$ cat config.mk
export PLATFORM = sky130hd
export DESIGN_NAME = mem_arb_ctrl
export DESIGN_NICKNAME = d
export VERILOG_FILES = /design/src/rtl/mem_arb_ctrl.sv
export SDC_FILE = /design/constraint.sdc
export NUM_CORES = 1
export LEC_CHECK = 0
export BUFFER_PORTS_ARGS = -buffer_cell sky130_fd_sc_hd__buf_2
export CORE_ASPECT_RATIO = 0.9
export CORE_MARGIN = 4
export CORE_UTILIZATION = 30
export CTS_CLUSTER_DIAMETER = 40
export DETAILED_ROUTE_END_ITERATION = 16
export SLEW_MARGIN = 20
export SYNTH_ARGS = -nofsm -noshare
export SYNTH_HDL_FRONTEND = slang
export SYNTH_SLANG_ARGS = --single-unit
$ cat constraint.sdc
create_clock -name clk -period 4.1 [get_ports clk]
set_input_delay 0.615 -clock clk [delete_from_list [all_inputs] [get_ports clk]]
set_output_delay 0.615 -clock clk [all_outputs]
set_load 0.05 [all_outputs]
$ cat src/rtl/mem_arb_ctrl.sv
// Two-port (fetch/data) arbiter that serialises word, halfword and byte
// accesses onto a byte-wide memory, big-endian, one byte per cycle.
module mem_arb_ctrl #(
    parameter logic [1:0] SZ_W = 2'b00,
    parameter logic [1:0] SZ_H = 2'b01,
    parameter logic [1:0] SZ_B = 2'b10
) (
    input  logic        clk,
    input  logic        rst_n,
    input  logic        if_req,
    input  logic [31:0] if_addr,
    output logic        if_ack,
    output logic [31:0] if_rdata,
    input  logic        d_req,
    input  logic        d_we,
    input  logic [1:0]  d_size,
    input  logic        d_sign,
    input  logic [31:0] d_addr,
    input  logic [31:0] d_wdata,
    output logic        d_ack,
    output logic        d_err,
    output logic [31:0] d_rdata,
    output logic [31:0] mem_a,
    output logic        mem_we,
    output logic        mem_re,
    output logic [7:0]  mem_wd,
    input  logic [7:0]  mem_rd
);

    typedef enum logic [1:0] {IDLE, XFER, DONE} state_t;

    state_t      state_q, state_d;
    logic [1:0]  k_q;
    // holds bytes remaining minus one, which is also the wdata byte index
    logic [1:0]  n_q;
    logic [31:0] addr_q;
    logic [31:0] wdata_q;
    logic        we_q;
    logic        sign_q;
    logic        err_q;
    logic [1:0]  size_q;
    logic        gnt_d_q;
    logic        last_d_q;
    logic [23:0] asm_q;
    logic [31:0] if_rdata_q;
    logic [31:0] d_rdata_q;

    logic        any_req;
    logic        pick_d;
    logic        d_bad;
    logic [31:0] full;
    logic [31:0] rd_ext;

    function automatic logic [1:0] size_rem(input logic [1:0] sz);
        logic [1:0] r;
        r = 2'd0;
        if (sz == SZ_W) r = 2'd3;
        else if (sz == SZ_H) r = 2'd1;
        return r;
    endfunction

    assign any_req = if_req | d_req;
    assign pick_d  = d_req & (~if_req | ~last_d_q);
    assign d_bad   = (d_size == 2'b11);
    assign full    = {asm_q, mem_rd};

    always_comb begin
        rd_ext = full;
        if (size_q == SZ_H)
            rd_ext = {{16{sign_q & full[15]}}, full[15:0]};
        else if (size_q == SZ_B)
            rd_ext = {{24{sign_q & full[7]}}, full[7:0]};
    end

    always_comb begin
        state_d = state_q;
        unique case (state_q)
            IDLE: begin
                if (any_req)
                    state_d = (pick_d && d_bad) ? DONE : XFER;
            end
            XFER: begin
                if (n_q == 2'd0)
                    state_d = DONE;
            end
            DONE:    state_d = IDLE;
            default: state_d = IDLE;
        endcase
    end

    always_ff @(posedge clk or negedge rst_n) begin
        if (!rst_n) begin
            state_q    <= IDLE;
            k_q        <= 2'd0;
            n_q        <= 2'd0;
            addr_q     <= 32'd0;
            wdata_q    <= 32'd0;
            we_q       <= 1'b0;
            sign_q     <= 1'b0;
            err_q      <= 1'b0;
            size_q     <= SZ_W;
            gnt_d_q    <= 1'b0;
            last_d_q   <= 1'b0;
            asm_q      <= 24'd0;
            if_rdata_q <= 32'd0;
            d_rdata_q  <= 32'd0;
        end else begin
            state_q <= state_d;
            if (state_q == IDLE && any_req) begin
                gnt_d_q  <= pick_d;
                last_d_q <= pick_d;
                k_q      <= 2'd0;
                asm_q    <= 24'd0;
                if (pick_d) begin
                    addr_q  <= d_addr;
                    we_q    <= d_we;
                    size_q  <= d_size;
                    sign_q  <= d_sign;
                    wdata_q <= d_wdata;
                    err_q   <= d_bad;
                    n_q     <= size_rem(d_size);
                    if (d_bad)
                        d_rdata_q <= 32'd0;
                end else begin
                    addr_q  <= if_addr;
                    we_q    <= 1'b0;
                    size_q  <= SZ_W;
                    sign_q  <= 1'b0;
                    wdata_q <= 32'd0;
                    err_q   <= 1'b0;
                    n_q     <= 2'd3;
                end
            end else if (state_q == XFER) begin
                k_q   <= k_q + 2'd1;
                n_q   <= n_q - 2'd1;
                asm_q <= full[23:0];
                if (n_q == 2'd0) begin
                    if (gnt_d_q)
                        d_rdata_q <= we_q ? 32'd0 : rd_ext;
                    else
                        if_rdata_q <= full;
                end
            end else if (state_q == DONE) begin
                k_q <= 2'd0;
                n_q <= 2'd0;
            end
        end
    end

    assign if_ack   = (state_q == DONE) & ~gnt_d_q;
    assign d_ack    = (state_q == DONE) & gnt_d_q;
    assign d_err    = d_ack & err_q;
    assign if_rdata = if_rdata_q;
    assign d_rdata  = d_rdata_q;

    assign mem_re = (state_q == XFER) & ~we_q;
    assign mem_we = (state_q == XFER) & we_q;
    assign mem_a  = (state_q == XFER) ? addr_q + {30'd0, k_q} : 32'd0;
    assign mem_wd = (state_q == XFER) ? wdata_q[{n_q, 3'b000} +: 8] : 8'd0;

endmodule

# == Word-level counts from Yosys, hierarchy flattened ==
# Cells that the tools add are included.
# word_totals
in_bits,112
output_inout_bits,109
wordCells,84
ff_bits,164
# op_classes
n_shift,1
n_reduce_logical,12
n_addsub,3
n_mux,31
n_eq_ne,10
n_bitwise,14
# ops
op,n
$mux W32,12
$mux W24,2
$add A32 B2 Y32,1
$shiftx A32 B6 Y8,1
$mux W2,11
$and A1 B1 Y1,8
$mux W8,1
$ne A2 B2 Y1 const B,4
$eq A2 B1 Y1 const B,3
$eq A2 B2 Y1 const B,3
$logic_not A2 Y1,3
$reduce_bool A2 Y1,3
$reduce_and A5 Y1,1
$mux W1,4
$not A1 Y1,4
$pmux W2 S2,1
$reduce_and A4 Y1,1
$reduce_bool A3 Y1,1
$add A2 B1 Y2 const B,1
$logic_and A1 B1 Y1,2
$or A1 B1 Y1,2
$reduce_and A2 Y1,1
$sub A2 B1 Y2 const B,1

# == Longest topological paths before layout ==
# Gate-level depths: netlist (run 1).
# logic_depth
ltp_word,8
mapped_depth,9
depth_no_buf,6

# == Least setup slack after synthesis (run 1) ==
# No wires, ideal clock.
# synth_timing
path_kind,register to output
start,register k_q[1]
end,output mem_a[31]
required_time_ns,3.485
path_stages_with_launch,8
arrival_ns,2.676
path_slack_ns,0.809
path_buffers,2
path_cell_list,dfrtp_1 > ha_1 > a21oi_1 > or3_1 > clkbuf_1 > buf_2 > nor4_1 > mux2i_1
# synth_between
elab_chain_len,2
# synth_lines
element,line,text
start: declaration,33,logic [1:0] k_q;
start signal: assignment,134,k_q <= k_q + 2'd1;
$add A32 B2 Y32,158,"assign mem_a = (state_q == XFER) ? addr_q + {30'd0, k_q} : 32'd0;"
$mux W32,158,
end: declaration,23,"output logic [31:0] mem_a,"
# Every way passes these cells.

# == Worst setup path after layout (run 1) ==
# layout_timing
start,register k_q[1]
end,output mem_a[29]
# Same word-level chain as after synthesis.

==> results of run 1 <==
[cells by family (layout without fill, tap and decap cells)]
group | after synthesis | in the layout
mux | 106 | 106
fa+ha+maj | 4 | 4
buf+inv | 76 | 288
flops | 164 | 164
xor+xnor | 13 | 13
simple gates | 191 | 191
compound gates | 157 | 157
[how the worst min path moves through the flow]
stage / start / endpoint / slack, ns
2_1_floorplan: rst_n / addr_q[0] / 0.32
3_3_place_gp: err_q / err_q / 0.46
3_5_place_dp: err_q / err_q / 0.47
4_1_cts: rst_n / if_rdata[30] / 0.34
5_1_grt: rst_n / d_rdata[30] / 0.34
6_report: rst_n / d_rdata[30] / 0.31
[metrics by stage]
step / hold slack, ns / util, % / total power [mW] / area (µm²) / cells
after floorplan: 0.319 / - / 6.64 / 7950 / 711
after CTS: 0.339 / 38.2 / 9.54 / 9960 / 1271
after global routing: 0.345 / 38.2 / 10.0 / 9960 / 1271
after global placement: 0.458 / 36.0 / 7.89 / 9400 / 1239
after detailed placement: 0.466 / 36.0 / 7.97 / 9400 / 1239
final: 0.306 / 38.2 / 9.39 / 9960 / 1271
[state kept, by name (all words and copies together) (netlist names)]
register / count
if_rdata: 32
we_q: 1
size_q: 2
asm_q: 24
state_q: 2
d_rdata: 32
err_q: 1
wdata_q: 32
sign_q: 1
k_q: 2
last_d_q: 1
addr_q: 32
n_q: 2
[placed cells by master, fill, tap and decap left out, types with 14 or more instances in the layout]
cell type and count:
mux2_2 35, buf_2 219, nor2_1 32, clkbuf_16 17, inv_1 22, nand2_1 61
and2_1 14, a21oi_1 19, a22o_1 58, nor3_1 18, dfrtp_1 164, o21ai_0 51
mux2i_1 49, mux2_4 14
[per-layer routing]
metal  global-route usage (%)  routed length [µm]  vias to the layer above
li1                         -                   -                     2970
met1                     21.0               10300                     3020
met2                     23.6               10300                      158
met3                     4.22                1150                       12
met4                     3.25                 207                        4
met5                        0                  27                        -
[area by class of cell]
cell class,instances,area [µm²],share of cell area (%)
Timing Repair Buffer,234,1230,12.3
Sequential cell,164,4100,41.2
Multi-Input combinational cell,471,3550,35.6
Clock inverter,13,128,1.28
Clock buffer,19,433,4.35
Inverter,22,82.6,0.829
Tap cell,348,435,4.37
[power by group]
group | internal, mW | leakage [nW] | switching [mW]
Sequential | 2.34 | 2.13 | 0.656
Combinational | 1.59 | 2.54 | 3.28
Clock | 0.846 | 0.258 | 0.687
==> flow_metrics.py, run 1 <==
metrics = {
    "sta": {
        "slew-limit-headroom_pct": 32.0,
        "setup_violations": 0,
        "setup_tns_ns": 0,
        "fin_skew_ns": 0.0108,
        "rsz0062_at_grt": "no",
        "finalCriticalPeriod_ns": 3.53,
        "worst_slack_ns": 0.566,
        "hold_viol": 0,
        "worst_slew_pin_slew_ns": 1.02,
        "final_max_slew_viol_count": 0,
        "max_clock_freq_mhz": 283,
        "finalCritPeriodShare_pct": 86.2,
    },
    "floorplanning": {
        "ios": 221,
        "dieArea_um2": 29200,
        "rows": 56,
        "initial_core_util_pct": 30.5,
        "fp.dieH_um": 162,
        "core_um2": 26100,
        "die_w_um": 180,
    },
    "worst_setup_path": {
        "cp_num_cells": 6,
        "endpoint_kind": "output port",
        "worst_path_most_repeated_cell": "a21oi_1",
        "regToRegSetupSlack_ns": 1.24,
        "crit_arrival_ns": 2.92,
        "critical_path_class": "reg2out",
        "cp_num_buf_inv": 1,
        "cp-endpoint": "mem_a[29]",
        "cp_slowest_stage_delay_ns": 0.63,
        "r2r_start": "n_q[1]",
        "start_kind": "flip-flop",
        "rr_worst_depth": 7,
        "crit_chain": "ha_1, a21oi_1, or3_1, or4_1, a21oi_1, buf_2",
        "cp.required_ns": 3.48,
        "cp_top_family": "simple AND/OR/NAND/NOR gates",
        "cp_max_fo": 19,
        "slowest_stage": "or3_1",
        "r2r-end": "d_rdata[10]",
        "critPathLaunch": "k_q[1]",
    },
    "placement": {
        "gp_congestion": 0.771,
        "pre_cts_ws_ns": 0.968,
        "port_buffers": 220,
        "hpwl_um": 15500,
    },
    "synthesis": {
        "avgSynthCellArea_um2": 11.2,
        "synthSimpleGateAreaFrac_pct": 12.1,
        "synth_warnings": 0,
        "synthTopCellsByCount": "dfrtp_1, nand2_1, a22o_1, o21ai_0, mux2i_1",
        "synth_top_family_by_area": "multiplexers",
        "syn_area_um2": 7950,
        "synth_area_leaders": "dfrtp_1, a22o_1, mux2i_1, mux2_2, o21ai_0",
        "synthMostInstantiatedCell": "dfrtp_1",
        "synth.area.mux_share_pct": 16.0,
        "syn_inst": 711,
        "synthAdderAreaFrac_pct": 0.724,
        "synth_seq_cells": 164,
        "synth_flop_cell": "dfrtp_1",
        "synth_enable_flop_cells": 0,
        "yosysSeqAreaShare_pct": 51.6,
        "synthArstFlopShare_pct": 100,
        "synth_top_area_share_pct": 51.6,
        "syn_nets": 827,
        "ys_types": 50,
        "synth_area_leader_cell": "dfrtp_1",
        "synth_compound_area_share_pct": 13.9,
        "synth_xor_area_share_pct": 1.43,
    },
    "clocking": {
        "cts_tree": "built",
        "insertion_delay_ns": 0.42,
        "cts_inserted_buffers": 17,
        "cts_resized": 0,
        "root_buffer": "clkbuf_16",
        "htreeDepth": 4,
        "cts.sinks": 164,
        "hold_buffers": 0,
        "clkTransAtPathRegs_ns": 0.07,
        "cts_buffer_depth": 2,
        "cts_setup_buffers": 0,
    },
    "final_layout": {
        "fill_cells": 2667,
        "nets": 1026,
        "drive_above_1_share_pct": 35.8,
        "antenna_cells": 0,
        "area_growth_syn_to_layout_pct": 25.2,
    },
    "power": {
        "ir_worst_vdd_mv": 0.400,
        "p_leak_nw": 4.92,
        "p_per_area_nw_per_um2": 944,
    },
    "detailed_routing": {
        "drt_iter0_drc": 363,
        "vias": 6164,
        "via_per_inst": 4.85,
        "wire_per_inst_um": 17.3,
        "dr.pass1.iters": 4,
        "drc": 0,
        "totalWireLength_um": 22000,
        "antenna_left": 0,
    },
    "grt": {
        "antenna_found_initial": 2,
        "track_usage_pct": 15.1,
        "grt_max_degree": 105,
        "gr-total-overflow": 0,
        "grt_pass1_vias": 6286,
        "grt_pass1_wl_um": 35300,
    },
    "worst_hold_path": {
        "hp-class": "in2async",
    },
    "flow_run": {
        "maxCapViolCount": 0,
    },
    "outcome": {
        "status": "completed",
    },
}
Note: power is estimated with default switching activity, not from simulation.
==> run 2, diff against run 1 <==
==> constraint.sdc (replaced) <==
create_clock -name clk -period 4.1 [get_ports clk]
set_input_delay 0.205 -clock clk [delete_from_list [all_inputs] [get_ports clk]]
set_output_delay 0.205 -clock clk [all_outputs]
set_load 0.05 [all_outputs]
==> flow_metrics.py, run 2 (synthesized netlist as in run 1, its figures left out) <==
metrics = {
    "detailed_routing": {
        "totalWireLength_um": 22500,
        "via_per_inst": 4.83,
        "drt_iter0_drc": 341,
        "drc": 0,
        "dr.pass1.iters": 4,
        "wire_per_inst_um": 17.3,
        "antenna_left": 0,
        "vias": 6295,
    },
    "power": {
        "p_comb_share_pct": 51.0,
        "clkPwrFrac_pct": 18.1,
        "p_leak_nw": 5.09,
        "ir_worst_vdd_mv": 0.361,
        "switching_share_pct": 48.0,
        "p_per_area_nw_per_um2": 931,
        "power.share.sequential_pct": 30.9,
        "p_int_mw": 5.00,
        "switching_power_mw": 4.62,
    },
    "sta": {
        "rsz0062_at_grt": "no",
        "setup_tns_ns": 0,
        "worst_slew_pin_slew_ns": 1.02,
        "slew-limit-headroom_pct": 32.2,
        "finalCritPeriodShare_pct": 79.9,
        "setup_violations": 0,
        "finalCriticalPeriod_ns": 3.28,
        "worst_slack_ns": 0.825,
        "final_max_slew_viol_count": 0,
        "fin_skew_ns": 0.00974,
        "hold_viol": 0,
        "max_clock_freq_mhz": 305,
    },
    "clocking": {
        "root_buffer": "clkbuf_16",
        "htreeDepth": 4,
        "cts_buffer_depth": 2,
        "cts_inserted_buffers": 17,
        "clkTransAtPathRegs_ns": 0.06,
        "insertion_delay_ns": 0.42,
        "cts.sinks": 164,
        "cts_resized": 0,
        "cts_tree": "built",
    },
    "grt": {
        "grt_max_degree": 105,
        "grt_pass1_vias": 6410,
        "grt_pass1_wl_um": 36200,
        "track_usage_pct": 15.5,
        "antenna_found_initial": 3,
        "gr-total-overflow": 0,
    },
    "floorplanning": {
        "ios": 221,
        "fp.dieH_um": 162,
        "dieArea_um2": 29200,
        "die_w_um": 180,
        "core_um2": 26100,
        "rows": 56,
        "initial_core_util_pct": 30.5,
    },
    "worst_setup_path": {
        "endpoint_kind": "output port",
        "cp.required_ns": 3.89,
        "start_kind": "flip-flop",
        "critical_path_class": "reg2out",
        "crit_arrival_ns": 3.07,
        "cp_max_fo": 25,
    },
    "placement": {
        "port_buffers": 220,
        "gp_congestion": 0.791,
        "pre_cts_ws_ns": 1.23,
        "hpwl_um": 15700,
    },
    "final_layout": {
        "nets": 1056,
        "drive_above_1_share_pct": 34.6,
        "fin_util_pct": 39.6,
        "area_growth_syn_to_layout_pct": 29.9,
        "layout_commonest_cell": "buf_2",
        "fill_cells": 2574,
        "final_cell_mix": "buf_2, dfrtp_1, nand2_1, a22o_1, o21ai_0",
    },
    "flow_run": {
        "maxCapViolCount": 0,
    },
    "worst_hold_path": {
        "hp-class": "in2reg",
    },
    "outcome": {
        "status": "completed",
    },
}
[run 2: cell types whose count changed in the layout (fill, tap and decap cells not counted), sizes merged]
cell	previous run	this run
dlygate4sd3	0	30
clkinvlp	5	1
bufinv	1	4
clkbuf	20	22
diode	0	2
inv	25	23
clkinv	4	5
[run 2: stage by stage]
step | cell area (µm²) | instances | hold slack, ns | power, mW
after floorplan | 7950 | 711 | -0.0906 | 6.64
after global placement | 9380 | 1239 | 0.369 | 7.86
after detailed placement | 9380 | 1239 | 0.374 | 7.94
after CTS | 10300 | 1301 | 0.000612 | 9.73
after global routing | 10300 | 1302 | 0.00586 | 10.2
final | 10300 | 1303 | 0.0143 | 9.62
[run 2: power by group through the flow]
stage / registers [mW] / logic (mW) / clock network (mW)
floorplan: 3.71 / 2.93 / 0
global placement: 2.98 / 4.89 / 0
detailed placement: 3.00 / 4.94 / 0
CTS: 2.97 / 4.98 / 1.78
global route: 3.09 / 5.30 / 1.85
finish: 2.97 / 4.91 / 1.74
[run 2: worst paths after layout]
path / start / to / slack, ns / depth (start not counted)
min in group asynchronous: rst_n / d_rdata[28] / 0.38 / 2
max in group asynchronous: rst_n / wdata_q[3] / 2.61 / 3
setup reg to reg: state_q[0] / d_rdata[13] / 1.29 / 5
hold reg to reg: err_q / err_q / 0.48 / 2
setup / recovery: addr_q[9] / mem_a[31] / 0.82 / 5
hold / removal: d_wdata[16] / wdata_q[16] / 0.01 / 2
[run 2: layout make-up]
type,instances,area (µm²),area share [%]
multi-input cells,471,3550,34.3
clock inverters,11,175,1.70
inverters,22,82.6,0.800
well taps,348,435,4.22
repair buffers,264,1520,14.7
flip-flops and latches,164,4100,39.8
diodes,2,5.00,0.0485
clock buffers,21,460,4.46
[run 2: what timing repair did]
item,in CTS,in global routing
hold buffers,30,0
hold endpoints to repair,129,0
endpoints found under the setup margin,0,0
setup buffers,0,0
[run 2: per-layer routing]
metal | vias up | track usage [%] | wire, µm
met4 | 4 | 3.74 | 247
met5 | - | 0 | 20
met1 | 3055 | 21.1 | 10500
li1 | 3037 | - | -
met3 | 20 | 4.13 | 1130
met2 | 179 | 24.8 | 10600
[run 2: worst max-delay path: stages, from the launching register on]
cell,delay (ns)
dfrtp_1,0.40
and3_1,0.29
nand4_1,0.71
nor4_1,0.73
mux2i_1,0.23
buf_2,0.28
